[config.mk]
export PLATFORM = sky130hd
export DESIGN_NAME = useq_fifo_bridge
export DESIGN_NICKNAME = d
export VERILOG_FILES = /design/src/rtl/useq_fifo_bridge.sv
export SDC_FILE = /design/constraint.sdc
export NUM_CORES = 1
export LEC_CHECK = 0
export BUFFER_PORTS_ARGS = -buffer_cell sky130_fd_sc_hd__buf_4
export CELL_PAD_IN_SITES_DETAIL_PLACEMENT = 2
export CELL_PAD_IN_SITES_GLOBAL_PLACEMENT = 2
export CORE_MARGIN = 2
export CORE_UTILIZATION = 28
export DETAILED_ROUTE_END_ITERATION = 8
export PLACE_DENSITY = 0.86
export RECOVER_POWER = 50
export SYNTH_ARGS = -nofsm -noshare
export SYNTH_HDL_FRONTEND = slang
export SYNTH_SLANG_ARGS = --single-unit
[constraint.sdc]
create_clock -name clk -period 1.9 [get_ports clk]
set_input_delay 0.19 -clock clk [delete_from_list [all_inputs] [get_ports clk]]
set_output_delay 0.19 -clock clk [all_outputs]
set_load 0.02 [all_outputs]
[src/rtl/useq_fifo_bridge.sv]
// rtl/useq_fifo_bridge.sv - useq FIFO port bridge: two-requester burst-locked round-robin writer plus registered drain stream
module useq_fifo_bridge #(
    parameter int MAX_BURST = 4
) (
    input  logic        clk,
    input  logic        rst,
    input  logic [1:0]  wr_valid,
    input  logic [7:0]  wr_data0,
    input  logic [7:0]  wr_data1,
    output logic [1:0]  wr_ready,
    output logic        write_fifo,
    output logic [7:0]  fifo_in,
    input  logic        fifo_full,
    output logic        read_fifo,
    input  logic [7:0]  fifo_out,
    input  logic        fifo_empty,
    output logic        rd_valid,
    output logic [7:0]  rd_data,
    input  logic        rd_ready,
    output logic [15:0] wr_count
);

    localparam logic [3:0] MAX_B = 4'(MAX_BURST);

    logic       last;
    logic       lock;
    logic       own;
    logic [3:0] bcnt;
    logic [3:0] bcnt_nxt;
    logic       sel;
    logic       push;
    logic       pop;

    // Grant, push and pop strobes are all masked while rst is high.
    always_comb begin
        if (lock)
            sel = own;
        else if (&wr_valid)
            sel = ~last;
        else
            sel = wr_valid[1];

        wr_ready = 2'b00;
        if (!rst && (|wr_valid) && !fifo_full)
            wr_ready[sel] = 1'b1;

        push     = wr_valid[sel] & wr_ready[sel];
        fifo_in  = sel ? wr_data1 : wr_data0;
        bcnt_nxt = lock ? bcnt + 4'd1 : 4'd1;
        pop      = !rst && !fifo_empty && (!rd_valid || rd_ready);
    end

    assign write_fifo = push;
    assign read_fifo  = pop;

    always_ff @(posedge clk or posedge rst) begin
        if (rst) begin
            last     <= 1'b1;
            lock     <= 1'b0;
            own      <= 1'b0;
            bcnt     <= 4'd0;
            wr_count <= 16'd0;
            rd_valid <= 1'b0;
            rd_data  <= 8'h00;
        end else begin
            if (push) begin
                last     <= sel;
                own      <= sel;
                wr_count <= wr_count + 16'd1;
                bcnt     <= bcnt_nxt;
                lock     <= (bcnt_nxt < MAX_B);
            end else if (lock && !wr_valid[own]) begin
                // Owner walked away; a full FIFO alone keeps the lock.
                lock <= 1'b0;
                bcnt <= 4'd0;
            end

            if (pop) begin
                rd_data  <= fifo_out;
                rd_valid <= 1'b1;
            end else if (rd_ready) begin
                rd_valid <= 1'b0;
            end
        end
    end

endmodule

# Word level (Yosys, flattened, before mapping)
# Cells that the tools add are included.
# totals
regBits	32
mem_bits_ro	0
n_memories	0
mem_bits_rw	0
latchBits	0
out_inout_bits	37
# op_classes
n_shift	0
n_eq_ne	0
n_lt_le_gt_ge	4
bitwise	2
div	0
add_sub_neg	2
reduce_logical	16
mux	19
mul	0
# ops
cell	count
adder 16 x 1 -> 16 bit, second input constant	1
2-to-1 mux 1 bit	13
2-to-1 mux 4 bit	3
2-to-1 mux 8 bit	1
logical AND 1 bit	6
logical NOT 1 bit	5
adder 4 x 1 -> 4 bit, second input constant	1
less-than comparator 1 x 2 -> 1 bit, second input constant	2
less-than comparator 4 x 3 -> 1 bit, second input constant	1
nonzero test 2 bit	2
2-to-1 mux 2 bit	1
AND reduction 2 bit	1
OR reduction 2 bit	1
AND 1 bit	1
demux 1 bit (select 1 bit)	1
greater-or-equal comparator 1 bit, second input constant	1
logical OR 1 bit	1
NOT 1 bit	1

# Longest topological paths before layout
# Gate-level depths: netlist (run 1).
# logic_depth
ltp_word	12
mapped_depth	6
depth_no_buf	5

# Worst setup path before layout (run 1)
# Ideal clock, no wire load.
# synth_timing
kind	reg2out
startpoint	reg lock
endpoint	out fifo_in[0]
t_required_ns	1.710
slack_ns	0.283
path_stages_with_launch	6
n_path_buf	2
arrival_time_ns	1.427
path_cell_list	dfrtp_1 > buf_2 > a211oi_2 > a21oi_1 > buf_2 > mux2_1
# synth_between
elab_chain_len	2
# synth_lines
item	line_no	source
start, declared	26	logic lock;
start signal, assigned	71	lock <= (bcnt_nxt < MAX_B);
2-to-1 mux 1 bit	36	if (lock)
2-to-1 mux 8 bit	48	fifo_in = sel ? wr_data1 : wr_data0;
end, declared	12	output logic [7:0] fifo_in,
# No other way between the ends.

# Final worst setup path (run 1)
# layout_timing
startpoint	reg last
endpoint	out fifo_in[3]
# layout_between
elab_chain_len	4
# layout_lines
item	line_no	source
start, declared	25	logic last;
start signal, assigned	67	last <= sel;
NOT 1 bit	39	sel = ~last;
2-to-1 mux 1 bit	38	else if (&wr_valid)
2-to-1 mux 1 bit	36	
2-to-1 mux 8 bit	48	
# No other way between the ends.

==> results list, run 1 <==
- Transition at the pin with the smallest max-transition slack: 0.573 ns
- Counting every instance in the synthesized netlist gives 139.
- Power Total: 0.00291 W
* Total Routing Usage GR: 0.158
- STA puts the critical path data required time at 1.71 ns.
- Setup violations remaining at the end of the flow were counted as 4.
* Net switching share of the total power: 0.369
- Wire length of the first global-routing pass: 7.72 mm
- In this run the power spent charging and discharging nets is 0.00107 W.
* Type of element launching the critical path: flip-flop
* Clock skew: 0.00599 ns
* Worst slack at placement: 0.153 ns
- The die is 79.5 um tall.
- The repair_antennas step left the layout with diodes totalling 0.
- Entering global routing, the biggest net connects 22 pins.
* # clock sinks: 32
- Worst Hold Class: in -> reg
- Length of the first detailed-routing pass in iterations: 4
* Critical path start-end classification: reg -> out
- Via density per instance: 4.85
- During placement, the flow inserted port buffers numbering 67.
- Dominant cells by area after synthesis: sky130_fd_sc_hd__dfrtp_1 (49%), sky130_fd_sc_hd__mux2_1 (11%), sky130_fd_sc_hd__xnor2_1 (7.7%), sky130_fd_sc_hd__nand4_1 (3.9%), sky130_fd_sc_hd__nand2_1 (2.8%)
- For this run, asynchronously set or reset flops after synthesis account for 1.00.
- Across all setup checks in the final design, the least slack found is -0.0119 ns.
* Fraction of power consumed by the clock network: 0.222
- Clock tree from TritonCTS: yes
- After legalization and detailed placement, the total HPWL measured 3.38 mm.
- Worst max-slew margin expressed relative to the limit: 0.618
- Placed Cells: 277
* Part of the Yosys area used for sequential elements: 0.503
- Cell chosen for the clock root: sky130_fd_sc_hd__clkbuf_8
* Hold Vio Cnt, Final: 0
- Comb pwr share: 0.432
- Share of the synthesized area in the top cell type: 0.487
- Placeable core region: 0.00551 mm^2
- Die area: 0.00631 mm^2
- In this run, synthesis inferred 0 flip-flops with an integrated enable.
* Dominant cell type by area after synthesis: sky130_fd_sc_hd__dfrtp_1
- Area added between synthesis and finish: 47.8%
- Share of the cycle needed by the critical path after routing: 1.01
* Average footprint of a synthesized cell: 11.5 um^2
* Area of the mapped netlist: 0.00159 mm^2
- Outcome: complete, but fails checks
* Fraction of met3 tracks used by global routing: 0.0351
- Number of antenna violations at the first check in global routing: 0
* Total clock buffers created by CTS: 5
* Fmax: 0.523 GHz
* Peak fanout along the critical path: 5
- Count of unresolved DRC violations after routing: 0
- Die width: 79.5 um
- Dividing the detail-routed wire length by the instance count gives 17.4 um.
- Cell Int Power: 0.00183 W
* Fin Setup TNS: -0.0266 ns
- Violated checks: negative setup slack
* Residual antenna-violating net count after detailed routing: 0
- Crit end category: output port
- Setup repair after global routing could not meet its margin everywhere.
* Number of standard cells in the layout, taps in and fillers out: 291
* Effective utilization at floorplan: 0.289
* Fillers: 590
- Counting every net in the synthesized netlist gives 172.
- In the global route stage, met1 resource usage came out at 0.201.
- After clock tree synthesis, the clock-pin slew on the worst setup and hold paths is 0.06 ns.
- Number of levels in the clock H-tree: 2
* Synth warnings: 0
* Grt peak-use layer: met2
- Count of different cell masters after synthesis: 34
- Register share of total power: 0.347
- Clock Tree Buf Depth: 2
* Layout cell share with drive strength beyond 1: 0.379
- Via count of the first global-routing pass: 1,482
- Total detailed-routing wirelength: 5.06 mm
- In this run the static leakage power is 1.12 nW.
- Clock insertion delay at the later pin of the skew report: 0.28 ns
- For this run, the leading register cell type out of synthesis is sky130_fd_sc_hd__dfrtp_1.
* Global-route congestion overflow total: 0
* PwrDens: 1230 mW/mm^2
- The detailed router placed 1,412 vias in this run.
- Initial drt markers: 29
* Fraction of met2 tracks used by global routing: 0.267
* Placement row count: 27
* Cell with the most instances after synthesis: sky130_fd_sc_hd__dfrtp_1
* IR drop worst, VDD: 0.000393 V
- Number of synthesized register bits: 32
- IO Count: 68
- Max-cap violations: 0
- Min Clock Period, post-route: 1.91 ns
- By count the netlist is led by sky130_fd_sc_hd__dfrtp_1 (31), sky130_fd_sc_hd__mux2_1 (16), sky130_fd_sc_hd__xnor2_1 (14).
* Routability cong.: 0.757
* Total Nets Final: 251
* CP Data Arrival Time: 1.72 ns
- The count of final max-slew check failures was 0.
-- layout make-up --
class / instances / area [um^2] / share of cell area
clock inverter: 2 / 35.0 / 0.0149
timing repair buffer: 76 / 548 / 0.233
tap: 72 / 90.1 / 0.0382
sequential: 32 / 803 / 0.341
clock buffer: 6 / 72.6 / 0.0308
inverter: 4 / 17.5 / 0.00743
multi-input combinational: 99 / 790 / 0.335
-- final timing paths --
kind	startpoint	to	slack (ns)	cells past startpoint
setup / recovery	last$_DFFE_PP1P_	fifo_in[3]	-0.01	5
hold / removal	fifo_empty	rd_valid$_DFFE_PP0P_	0.11	2
setup reg to reg	lock$_DFFE_PP0P_	wr_count[13]$_DFFE_PP0P_	0.21	5
hold reg to reg	wr_count[15]$_DFFE_PP0P_	wr_count[15]$_DFFE_PP0P_	0.48	1
max in group asynchronous	rst	lock$_DFFE_PP0P_	0.45	4
min in group asynchronous	rst	rd_valid$_DFFE_PP0P_	0.53	3
-- stage by stage --
step	instance area, um^2	hold slack [ns]	util
after floorplan	1590	0.286	-
after global placement	2200	0.283	0.399
after detailed placement	2200	0.271	0.399
after CTS	2360	0.101	0.429
final	2360	0.110	0.428
after global routing	2360	0.119	0.428
-- cell families after synthesis --
| group | after synthesis | share of synthesized area |
|---|---|---|
| AO/OA/AOI/OAI | 19 | 0.0934 |
| buffers and inverters | 8 | 0.0275 |
| AND/OR/NAND/NOR | 44 | 0.148 |
| XOR/XNOR | 17 | 0.0934 |
| multiplexers | 17 | 0.119 |
| adder cells (fa/ha/maj) | 2 | 0.0157 |
| flip-flops | 32 | 0.503 |
-- what timing repair did --
item                                   CTS  global route
buffers inserted                         4             0
endpoints found under the hold margin   11             0
hold buffers                             1             0
setup endpoints to repair                9             9
pin swaps                                0             1
gates resized for setup                  5            20
gates cloned                             1             0
-- metal layers --
metal,vias up,wire length (um)
li1,663,-
met1,703,2160
met2,38,2610
met3,8,224
met4,0,70
met5,-,0
-- cells in the final DEF (no fill, tap or decap), types with 2 or more instances in the layout --
cell | Yosys | final
sky130_fd_sc_hd__a21oi_1 | 4 | 3
sky130_fd_sc_hd__a21oi_2 | 1 | 2
sky130_fd_sc_hd__and3_1 | 5 | 5
sky130_fd_sc_hd__and4_1 | 2 | 2
sky130_fd_sc_hd__buf_4 | 0 | 46
sky130_fd_sc_hd__buf_6 | 1 | 11
sky130_fd_sc_hd__clkbuf_1 | 0 | 18
sky130_fd_sc_hd__clkbuf_8 | 0 | 5
sky130_fd_sc_hd__dfrtp_1 | 31 | 30
sky130_fd_sc_hd__ha_1 | 2 | 2
sky130_fd_sc_hd__inv_1 | 2 | 2
sky130_fd_sc_hd__mux2_1 | 16 | 8
sky130_fd_sc_hd__mux2_4 | 0 | 8
sky130_fd_sc_hd__nand2_1 | 12 | 12
sky130_fd_sc_hd__nand3_1 | 7 | 7
sky130_fd_sc_hd__nand4_1 | 10 | 10
sky130_fd_sc_hd__nor2_1 | 5 | 5
sky130_fd_sc_hd__o21ai_1 | 4 | 4
sky130_fd_sc_hd__xnor2_1 | 14 | 14
sky130_fd_sc_hd__xor2_1 | 3 | 3
-- power groups by stage --
stage | logic, W | registers (W) | clock network (W)
4_1_cts | 0.00113 | 0.00100 | 0.000661
3_3_place_gp | 0.000993 | 0.000999 | 0
5_1_grt | 0.00135 | 0.00104 | 0.000688
3_5_place_dp | 0.00103 | 0.00101 | 0
2_1_floorplan | 0.000522 | 0.00107 | 0
6_report | 0.00126 | 0.00101 | 0.000644
-- critical path: stages (launching register included) --
cell and delay [ns]:
sky130_fd_sc_hd__dfstp_2 0.55, sky130_fd_sc_hd__a211oi_4 0.07, sky130_fd_sc_hd__a21oi_2 0.19, sky130_fd_sc_hd__buf_6 0.17, sky130_fd_sc_hd__mux2_4 0.32, sky130_fd_sc_hd__buf_6 0.13
-- sequential cells by signal, summed over array words and instances, names as in the netlist --
| register | cells |
|---|---|
| last | 1 |
| rd_data | 8 |
| own | 1 |
| lock | 1 |
| rd_valid | 1 |
| wr_count | 16 |
| bcnt | 4 |
No activity file was read; power rests on OpenSTA's default activity.
==> run 2, diff against run 1 <==
Settings changed: PLACE_DENSITY 0.86 to 0.87.
==> run 2 against run 1 <==
Compared with the run above: the run now ends clean; setup slack better by 0.034 ns; routed wire length up 2.7%; first-iteration DRC count down 10%; non-clock buffer count up 3; largest cell class unchanged; clock skew down 0.0023 ns; combinational power about the same; clock-buffer cell count unchanged; utilization up 0.18 points.
==> results list, run 2 (synthesis results as in run 1) <==
- Slowest-stage cell, CP: sky130_fd_sc_hd__dfstp_2
* PwrDens: 1200 mW/mm^2
- Worst setup slack after layout: 0.0217 ns
- Setup violations remaining at the end of the flow were counted as 0.
- For this design the static power due to leakage is 1.14 nW.
- After global routing the overflow that remains totals 0.
- Area added between synthesis and finish: 48.4%
- Clock Tree Buf Depth: 2
- FF-to-FF path depth: 5
* Placed Cells: 278
- The final hold violation count is 0.
* Die area: 0.00631 mm^2
- Via density per instance: 4.85
- The startpoint identified for the worst register-to-register timing path is own$_DFFE_PP0P_.
- Most frequent cells in the layout: sky130_fd_sc_hd__buf_4 (53), sky130_fd_sc_hd__dfrtp_1 (29), sky130_fd_sc_hd__clkbuf_1 (16), sky130_fd_sc_hd__xnor2_1 (14), sky130_fd_sc_hd__nand2_1 (12)
* Number of standard cells in the layout, taps in and fillers out: 294
- The cell family contributing the most delay on the critical path is flip-flops.
- In this run the remaining antenna-violating nets after routing total 0.
* Fmax: 0.532 GHz
* R2r endpoint: wr_count[10]$_DFFE_PP0P_
* Post-route cell area: 0.00237 mm^2
- IO Count: 68
- Worst slack at placement: 0.236 ns
* Per-cell routed wire length: 17.7 um
* Number of levels in the clock H-tree: 2
- Die width: 79.5 um
- Length of the first detailed-routing pass in iterations: 4
- Outcome: completed
* Total cell area at the placement stage: 0.00219 mm^2
- The first global-routing pass estimated 7.92 mm of wire.
* Antenna diodes: 0
- Clock tree from TritonCTS: yes
* Routability cong.: 0.745
- Among the stages of the critical path, the cell type that occurs most often is sky130_fd_sc_hd__buf_6.
* # clock sinks: 32
- After layout, the design draws a total of 0.00284 W.
* Worst max-slew margin expressed relative to the limit: 0.364
- Transition at the pin with the smallest max-transition slack: 0.953 ns
- Cell chosen for the clock root: sky130_fd_sc_hd__clkbuf_8
* Placeable core region: 0.00551 mm^2
* Unrepaired setup endpoints after global routing: true
- Most flop-heavy register: wr_count
* Min-Delay Startpoint: fifo_empty
* Total detailed-routing wirelength: 5.20 mm
* Multi-input combinational cell area: 792 um^2
- The worst setup path is of the reg -> out kind.
- Minimum hold slack: 0.0830 ns
* Max-cap violations: 0
- Die height: 79.5 um
- The critical path contains buffers and inverters numbering 2 combined.
- The register with the most flip-flops in the layout has 16 of them.
- Sequential cell area: 805 um^2
- Type of element launching the critical path: flip-flop
- Via count of the first global-routing pass: 1,531
- The smallest clock period supported by the final layout is computed as 1.88 ns.
- In this run, the number of DRC markers left after iteration 0 of detailed routing was 26.
- The worst setup path is captured at an output port.
* Placement row count: 27
- Total Routing Usage GR: 0.164
- Clock Pin Slew Worst Setup and Hold Paths: 0.07 ns
* Total Nets Final: 254
- Detailed-placement wirelength estimate: 3.64 mm
- Number of pins exceeding their max-slew limit in the final report: 0
* Most common cell after layout, fill and taps aside: sky130_fd_sc_hd__buf_4
* Crit-path cells: a211oi_4 > a21oi_2 > buf_6 > mux2_4 > buf_6
* Count of unresolved DRC violations after routing: 0
* Effective utilization at floorplan: 0.289
* Worst Hold Class: in -> reg
- Data on the critical path arrives at its endpoint at 1.69 ns.
* Maximum single-stage delay on the critical path: 0.56 ns
* Top Registers: wr_count (16), rd_data (8), bcnt (4)
* Number of antenna violations at the first check in global routing: 0
- Input and output buffers added on the ports amount to 67.
- The routed layout has 1,426 vias.
- In the final layout, the share of cells above drive strength 1 is 0.405.
* Register-to-register setup slack: 0.18 ns
- IR drop worst, VDD: 0.000518 V
- Peak fanout along the critical path: 6
- Worst endpoint required time: 1.71 ns
- In the finished design, the share of the clock period the worst path needs comes to 0.989.
- WHS Endpoint: rd_valid$_DFFE_PP0P_
- Clock insertion delay at the later pin of the skew report: 0.29 ns
- The number of clock buffers added by TritonCTS is 5.
- The clock arrives with 0.00365 ns of skew.
- Entering global routing, the biggest net connects 17 pins.
- The layout has 599 filler cells.
- Number of cells on the worst hold path: 2
==> run 2: cell count changes in the layout (fill, tap and decap cells not counted), sizes merged <==
cell    before  now
clkinv       1    2
bufinv       1    0
buf         57   62
clkbuf      24   22
==> run 2: worst register-to-register path: cells and delay by family (launching register included) <==
kind,cells,cell delay (ns)
compound gates,2,0.63
flops,1,0.47
buf+inv,1,0.17
simple gates,1,0.17
xor+xnor,1,0.17
==> run 2: routing by layer <==
layer  GRT usage  part of all wire
met4      0.0517             0.011
met2       0.282              0.52
met3      0.0385             0.042
met1       0.204              0.43
met5           0                 0
==> run 2: stage by stage <==
stage / TNS, ns / util
2_1_floorplan: 0 / -
3_3_place_gp: 0 / 0.398
3_5_place_dp: 0 / 0.398
4_1_cts: -0.0582 / 0.426
5_1_grt: -0.274 / 0.430
6_report: 0 / 0.430
==> run 2: worst max path at each step <==
stage	cells past startpoint	startpoint	end
finish	5	last$_DFFE_PP1P_	fifo_in[0]
global route	5	lock$_DFFE_PP0P_	fifo_in[0]
CTS	5	last$_DFFE_PP1P_	fifo_in[3]
detailed placement	5	lock$_DFFE_PP0P_	fifo_in[0]
global placement	5	last$_DFFE_PP1P_	fifo_in[7]
floorplan	5	lock$_DFFE_PP0P_	fifo_in[0]
==> run 2: final cells by class <==
type	count	share of cell area
Sequential cell	32	0.340
Tap cell	72	0.0381
Clock inverter	2	0.00423
Clock buffer	6	0.0349
Timing Repair Buffer	79	0.241
Multi-Input combinational cell	99	0.335
Inverter	4	0.00740
==> run 2: power by group <==
group	total (W)	internal [W]	switching (W)
combinational	0.00126	0.000629	0.000629
sequential	0.00102	0.000827	0.000196
clock	0.000559	0.000289	0.000270
total	0.00284	0.00175	0.00110
==> run 2: timing repair <==
action,in CTS,in global routing
gates cloned,1,0
pin swaps,1,1
endpoints found under the setup margin,9,10
resized for setup,8,16
endpoints found under the hold margin,31,0
hold buffers,1,0
buffers inserted,3,3
